==> config.mk <==
export PLATFORM = sky130hd
export DESIGN_NAME = axis_out_framer_flat
export DESIGN_NICKNAME = d
export VERILOG_FILES = /design/src/rtl/axis_out_framer_if.sv /design/src/rtl/axis_out_framer.sv /design/src/flat_wrapper.sv
export SDC_FILE = /design/constraint.sdc
export NUM_CORES = 1
export LEC_CHECK = 0
export BUFFER_PORTS_ARGS = -buffer_cell sky130_fd_sc_hd__buf_4
export CAP_MARGIN = 20
export CORE_ASPECT_RATIO = 0.6
export CORE_UTILIZATION = 41
export CTS_BUF_LIST = sky130_fd_sc_hd__clkbuf_8
export CTS_CLUSTER_DIAMETER = 50
export DETAILED_ROUTE_END_ITERATION = 10
export PLACE_DENSITY = 0.71
export SYNTH_ARGS = -nofsm -noshare
export SYNTH_HDL_FRONTEND = slang
export SYNTH_SLANG_ARGS = --single-unit
==> constraint.sdc <==
create_clock -name clk -period 2.8 [get_ports clk]
set_input_delay 0.42 -clock clk [delete_from_list [all_inputs] [get_ports clk]]
set_output_delay 0.42 -clock clk [all_outputs]
set_load 0.005 [all_outputs]
==> src/rtl/axis_out_framer_if.sv <==
// Handshake bundle for axis_out_framer: command, input stream, output stream, status.
// No logic; slave modport is the framer's view, master modport is its environment's view.
// Widths are set by the instantiator and must match the framer's parameters.
interface axis_out_framer_if #(
  parameter int DW = 32,
  parameter int LW = 32,
  parameter int TW = 8
);
  logic          cmd_valid;
  logic          cmd_ready;
  logic [LW-1:0] cmd_bpt;
  logic [TW-1:0] cmd_tag;

  logic          s_valid;
  logic          s_ready;
  logic [DW-1:0] s_data;

  logic            m_valid;
  logic            m_ready;
  logic [DW-1:0]   m_data;
  logic [DW/8-1:0] m_keep;
  logic            m_last;

  logic [LW-1:0] cur_bpt;

  logic          sts_valid;
  logic          sts_ready;
  logic [TW-1:0] sts_tag;
  logic [LW-1:0] sts_bytes;

  modport slave (
    input  cmd_valid, cmd_bpt, cmd_tag,
    input  s_valid, s_data,
    input  m_ready,
    input  sts_ready,
    output cmd_ready, s_ready,
    output m_valid, m_data, m_keep, m_last,
    output cur_bpt,
    output sts_valid, sts_tag, sts_bytes
  );

  modport master (
    output cmd_valid, cmd_bpt, cmd_tag,
    output s_valid, s_data,
    output m_ready,
    output sts_ready,
    input  cmd_ready, s_ready,
    input  m_valid, m_data, m_keep, m_last,
    input  cur_bpt,
    input  sts_valid, sts_tag, sts_bytes
  );
endinterface

==> src/rtl/axis_out_framer.sv <==
// Frames the output stream into cmd_bpt-byte transfers with m_last/m_keep, then reports status.
// Latency: 1 cycle s->m through a single output register; 1 beat/clk when m_ready is held high.
// Backpressure: s_ready follows output-register space (reload allowed while draining); stalls outside STREAM.
module axis_out_framer #(
  parameter int AXI_DATA_WIDTH = 32,
  parameter int AXI_LEN_WIDTH  = 32,
  parameter int AXI_TAG_WIDTH  = 8
) (
  input  logic                clk,
  input  logic                rstn,
  axis_out_framer_if.slave    bus
);
  localparam int BPB = AXI_DATA_WIDTH / 8;
  localparam int LW  = AXI_LEN_WIDTH;

  localparam logic [1:0] S_IDLE   = 2'd0;
  localparam logic [1:0] S_STREAM = 2'd1;
  localparam logic [1:0] S_STATUS = 2'd2;

  logic [1:0]                r_state;
  logic [LW-1:0]             r_rem;
  logic [LW-1:0]             r_bpt;
  logic [AXI_TAG_WIDTH-1:0]  r_tag;
  logic                      r_done_in;
  logic                      r_m_valid;
  logic [AXI_DATA_WIDTH-1:0] r_m_data;
  logic [BPB-1:0]            r_m_keep;
  logic                      r_m_last;

  logic           w_s_ready;
  logic           w_s_fire;
  logic           w_m_fire;
  logic           w_last;
  logic [LW-1:0]  w_take;
  logic [BPB-1:0] w_keep;

  // Keep, last flag and byte decrement for the beat that would be accepted now.
  always_comb begin
    w_last = (r_rem <= LW'(BPB));
    w_take = (r_rem < LW'(BPB)) ? r_rem : LW'(BPB);
    w_keep = '0;
    for (int b = 0; b < BPB; b++) begin
      w_keep[b] = (r_rem > LW'(b));
    end
  end

  // Accept input only while bytes remain and the output register is empty or draining.
  assign w_s_ready = (r_state == S_STREAM) && !r_done_in && (!r_m_valid || bus.m_ready);
  assign w_s_fire  = w_s_ready && bus.s_valid;
  assign w_m_fire  = r_m_valid && bus.m_ready;

  assign bus.cmd_ready = (r_state == S_IDLE);
  assign bus.s_ready   = w_s_ready;
  assign bus.m_valid   = r_m_valid;
  assign bus.m_data    = r_m_data;
  assign bus.m_keep    = r_m_keep;
  assign bus.m_last    = r_m_last;
  assign bus.cur_bpt   = (r_state == S_IDLE) ? '0 : r_bpt;
  assign bus.sts_valid = (r_state == S_STATUS);
  assign bus.sts_tag   = r_tag;
  assign bus.sts_bytes = r_bpt;

  // Transfer FSM: command latch, remaining-byte count and input-done tracking.
  always_ff @(posedge clk) begin
    if (!rstn) begin
      r_state   <= S_IDLE;
      r_rem     <= '0;
      r_bpt     <= '0;
      r_tag     <= '0;
      r_done_in <= 1'b0;
    end else begin
      case (r_state)
        S_IDLE: begin
          if (bus.cmd_valid) begin
            r_bpt     <= bus.cmd_bpt;
            r_tag     <= bus.cmd_tag;
            r_rem     <= bus.cmd_bpt;
            r_done_in <= 1'b0;
            r_state   <= (bus.cmd_bpt == '0) ? S_STATUS : S_STREAM;
          end
        end
        S_STREAM: begin
          if (w_s_fire) begin
            r_rem <= r_rem - w_take;
            if (w_last) r_done_in <= 1'b1;
          end
          // The final beat leaving the register ends the data phase.
          if (w_m_fire && r_m_last) begin
            r_state   <= S_STATUS;
            r_done_in <= 1'b0;
          end
        end
        S_STATUS: begin
          if (bus.sts_ready) r_state <= S_IDLE;
        end
        default: r_state <= S_IDLE;
      endcase
    end
  end

  // Output register: load on accept (even while draining), otherwise clear once drained.
  always_ff @(posedge clk) begin
    if (!rstn) begin
      r_m_valid <= 1'b0;
      r_m_data  <= '0;
      r_m_keep  <= '0;
      r_m_last  <= 1'b0;
    end else if (w_s_fire) begin
      r_m_valid <= 1'b1;
      r_m_data  <= bus.s_data;
      r_m_keep  <= w_keep;
      r_m_last  <= w_last;
    end else if (w_m_fire) begin
      r_m_valid <= 1'b0;
      r_m_last  <= 1'b0;
    end
  end
endmodule
==> src/flat_wrapper.sv <==
// flat-port wrapper written by rule: the top's interface ports become plain ports
module axis_out_framer_flat 
#(
  parameter int AXI_DATA_WIDTH = 32,
  parameter int AXI_LEN_WIDTH  = 32,
  parameter int AXI_TAG_WIDTH  = 8
)
  (clk, rstn, bus_cmd_valid, bus_cmd_bpt, bus_cmd_tag, bus_s_valid, bus_s_data, bus_m_ready, bus_sts_ready, bus_cmd_ready, bus_s_ready, bus_m_valid, bus_m_data, bus_m_keep, bus_m_last, bus_cur_bpt, bus_sts_valid, bus_sts_tag, bus_sts_bytes);
  axis_out_framer_if bus_i ();
  input  logic clk;
  input  logic rstn;
  input wire logic [$bits(bus_i.cmd_valid)-1:0] bus_cmd_valid;
  input wire logic [$bits(bus_i.cmd_bpt)-1:0] bus_cmd_bpt;
  input wire logic [$bits(bus_i.cmd_tag)-1:0] bus_cmd_tag;
  input wire logic [$bits(bus_i.s_valid)-1:0] bus_s_valid;
  input wire logic [$bits(bus_i.s_data)-1:0] bus_s_data;
  input wire logic [$bits(bus_i.m_ready)-1:0] bus_m_ready;
  input wire logic [$bits(bus_i.sts_ready)-1:0] bus_sts_ready;
  output wire logic [$bits(bus_i.cmd_ready)-1:0] bus_cmd_ready;
  output wire logic [$bits(bus_i.s_ready)-1:0] bus_s_ready;
  output wire logic [$bits(bus_i.m_valid)-1:0] bus_m_valid;
  output wire logic [$bits(bus_i.m_data)-1:0] bus_m_data;
  output wire logic [$bits(bus_i.m_keep)-1:0] bus_m_keep;
  output wire logic [$bits(bus_i.m_last)-1:0] bus_m_last;
  output wire logic [$bits(bus_i.cur_bpt)-1:0] bus_cur_bpt;
  output wire logic [$bits(bus_i.sts_valid)-1:0] bus_sts_valid;
  output wire logic [$bits(bus_i.sts_tag)-1:0] bus_sts_tag;
  output wire logic [$bits(bus_i.sts_bytes)-1:0] bus_sts_bytes;
  assign bus_i.cmd_valid = bus_cmd_valid;
  assign bus_i.cmd_bpt = bus_cmd_bpt;
  assign bus_i.cmd_tag = bus_cmd_tag;
  assign bus_i.s_valid = bus_s_valid;
  assign bus_i.s_data = bus_s_data;
  assign bus_i.m_ready = bus_m_ready;
  assign bus_i.sts_ready = bus_sts_ready;
  assign bus_cmd_ready = bus_i.cmd_ready;
  assign bus_s_ready = bus_i.s_ready;
  assign bus_m_valid = bus_i.m_valid;
  assign bus_m_data = bus_i.m_data;
  assign bus_m_keep = bus_i.m_keep;
  assign bus_m_last = bus_i.m_last;
  assign bus_cur_bpt = bus_i.cur_bpt;
  assign bus_sts_valid = bus_i.sts_valid;
  assign bus_sts_tag = bus_i.sts_tag;
  assign bus_sts_bytes = bus_i.sts_bytes;
  axis_out_framer #(.AXI_DATA_WIDTH(AXI_DATA_WIDTH), .AXI_LEN_WIDTH(AXI_LEN_WIDTH), .AXI_TAG_WIDTH(AXI_TAG_WIDTH)) u_core (.clk(clk), .rstn(rstn), .bus(bus_i));
endmodule
==> results.yml <==
global_routing:
  grt_pass1_vias: 5053
  grt-ovfl-total: 0
  antenna_found_initial: 0
  grt_max_degree: 66
  grt_first_pass_wirelength_um: 26300
  grt.total_usage: 0.258
synth:
  syn_nets: 749
  synth_area_sq_mm: 0.00514
  yosys_warnings: 0
  yosysUniqueCellTypes: 60
  syn_area_per_cell_sq_um: 7.67
  ys_seq_area_frac: 0.440
  synthArstFlopShare: 0
  ys_ff_latch: 113
  synth_cells: 670
  synth-main-ff-cell: "dfxtp_1"
  synth_edf_count: 0
finish:
  postLayoutCoreUtil: 0.603
  diodes: 0
  nets: 946
  fin_area_sq_mm: 0.00732
  nFillCells: 1106
  areaGrowthSynthToFinish_pct: 42.5
  drive_above_1_share: 0.317
hold_path:
  hp-start: "bus_s_data[19]"
  whs_path_depth: 3
  whs_endpoint: "u_core.bus.m_data[19]"
  min_path_type: "in2reg"
worst_setup_path:
  worstPathArrival_ns: 3.04
  r2r-end: "u_core.r_rem[24]"
  cp_max_fo: 6
  critical_path_class: "reg2reg"
  worstPathRequired_ns: 3.17
  worstSetupStartpointType: "flip-flop"
  worstReg2RegStart: "u_core.r_rem[29]"
  regToRegSetupSlack_ns: 0.13
  r2r_cells: 10
  endpoint_kind: "flip-flop"
route:
  highest_layer: "met4"
  wire_per_inst_um: 16.4
  vias: 5731
  drt_iter0_markers: 448
  routed-wl-met2_um: 7270
  wl_met1_um: 8250
  firstDrtPassIters: 6
  via_per_inst: 5.48
  drtAntennaViolNets: 0
  wl_met3_um: 1500
  drcViolationCount: 0
  routed_wl_um: 17100
sta:
  post-route-period-util: 0.954
  slew_headroom: 0.364
  max_freq_ghz: 0.374
  finalHoldViolCount: 0
  worst_slew_pin_slew_ns: 0.954
  final_max_slew_viol_count: 0
  min_period_ns: 2.67
  grt_setup_unrepaired: "false"
  finClkSkew_ns: 0.00833
  setup_viol: 0
clock_tree:
  htreeDepth: 4
  clk_path_buf_depth: 2
  cts_tree: "yes"
  cts_sinks: 113
  root_buffer: "clkbuf_8"
  holdBufCountCts: 0
  cts_buffers: 17
  clkLatencyLatePin_ns: 0.43
  clk_pin_slew_ns: 0.07
place:
  place_congestion: 0.927
  place_hpwl_um: 12500
  port_buffers: 190
  post_dp_cell_area_sq_mm: 0.00688
power:
  p_leak_nw: 3.11
  p_per_area_mw_per_mm2: 623
  ir_drop_mv: 0.327
floorplan:
  rows: 31
  die_w_um: 147
  core_area_sq_mm: 0.0121
  initial_utilization: 0.423
  fp.dieArea_sq_mm: 0.0130
  ios: 191
  die_h_um: 88.7
job:
  cap_violations: 0
status:
  status: "finished clean"
## cell type report
type                       count  area, sq um  area share
timing repair buffer         222         1680       0.229
multi-input combinational    511         2740       0.375
sequential                   113         2260       0.309
inverter                       2         7.51     0.00103
clock buffer                  19          262      0.0357
clock inverter                13          160      0.0219
tap                          165          206      0.0282
## sequential cells by signal, indices dropped and copies added (netlist names)
name and cells:
u_core.bus.m_valid 1, u_core.bus.m_data 32, u_core.bus.m_last 1, u_core.bus.sts_tag 8
u_core.r_rem 32, u_core.bus.sts_bytes 32, u_core.bus.m_keep 4, u_core.r_state 2
u_core.r_done_in 1
## worst max-delay path by stage
| stage | start | end |
|---|---|---|
| final | u_core.r_rem[29] | u_core.r_rem[24] |
| after global routing | u_core.r_rem[4] | u_core.r_rem[14] |
| after detailed placement | u_core.r_rem[29] | u_core.r_rem[16] |
| after global placement | u_core.r_rem[29] | u_core.r_rem[16] |
| after CTS | u_core.r_rem[29] | u_core.r_rem[24] |
| after floorplan | u_core.r_rem[7] | u_core.r_rem[26] |
## per-stage QoR
stage / std cells / power, mW / setup WS, ns / setup TNS, ns / hold slack (ns)
finish: 1045 / 4.56 / 0.129 / 0 / 0.233
global route: 1045 / 4.76 / 0.000798 / 0 / 0.216
CTS: 1044 / 4.56 / 0.0776 / 0 / 0.221
detailed placement: 1012 / 2.93 / -0.000591 / -0.000591 / 0.448
global placement: 1012 / 2.90 / 0.122 / 0 / 0.442
floorplan: 670 / 2.45 / 0.00197 / 0 / 0.453
## kinds of logic (layout without fill, tap and decap cells)
group | after synthesis | after routing | share of synthesized area
other | 1 | 1 | 0.000730
AND/OR/NAND/NOR | 328 | 328 | 0.306
multiplexers | 6 | 6 | 0.0117
AO/OA/AOI/OAI | 175 | 175 | 0.204
buffers and inverters | 46 | 256 | 0.0353
flip-flops | 113 | 113 | 0.440
adder cells (fa/ha/maj) | 1 | 1 | 0.00244
## what timing repair did
item / in CTS / in global routing
setup buffers: 0 / 1
pin swaps: 0 / 2
resized for setup: 1 / 5
gates cloned: 0 / 0
endpoints found under the setup margin: 1 / 9
## synth_stat cells (all sizes together) (6+ instances only)
cell type	number	area share
nand2	170	0.12
dfxtp	113	0.44
a21oi	93	0.091
clkbuf	39	0.028
nor2b	35	0.043
nor2	33	0.024
o21ai	20	0.019
a31oi	16	0.021
nand3	15	0.016
nor3	14	0.016
nor4	13	0.019
nand4	11	0.013
o22ai	9	0.011
nand2b	7	0.0085
o211ai	7	0.010
mux2i	6	0.012
## placed cells by master, fill, tap and decap left out, types with 5 or more instances in the layout
cell type	Yosys	layout
a21boi_0	5	5
a21oi_1	93	93
a31oi_1	15	15
and3_1	5	5
buf_4	0	221
clkbuf_8	0	19
clkinvlp_4	0	5
dfxtp_1	113	112
mux2i_1	6	6
nand2_1	170	169
nand2b_1	7	7
nand3_1	14	14
nand4_1	11	11
nor2_1	33	31
nor2b_1	35	34
nor3_1	13	13
nor4_1	12	10
o211ai_1	7	7
o21ai_0	20	19
o22ai_1	9	9
## routing by layer
layer	GRT usage	up-vias
li1	-	2742
met1	0.374	2671
met2	0.384	301
met3	0.0546	17
met4	0.0767	0
met5	0	-
## critical path: stages (launching register included)
cell and delay (ns):
dfxtp_1 0.49, nor4_4 0.09, and4_2 0.24, nand3_1 0.10
o21ai_1 0.08, ha_2 0.20, or2_2 0.33, a211oi_4 0.39
and2_2 0.30, a211oi_1 0.10, and4b_1 0.29
## power breakdown
part	internal (mW)	switching [mW]
Sequential	1.73	0.106
Combinational	0.481	0.612
Clock	0.925	0.706
Total	3.13	1.43
No activity file was read; power rests on OpenSTA's default activity.
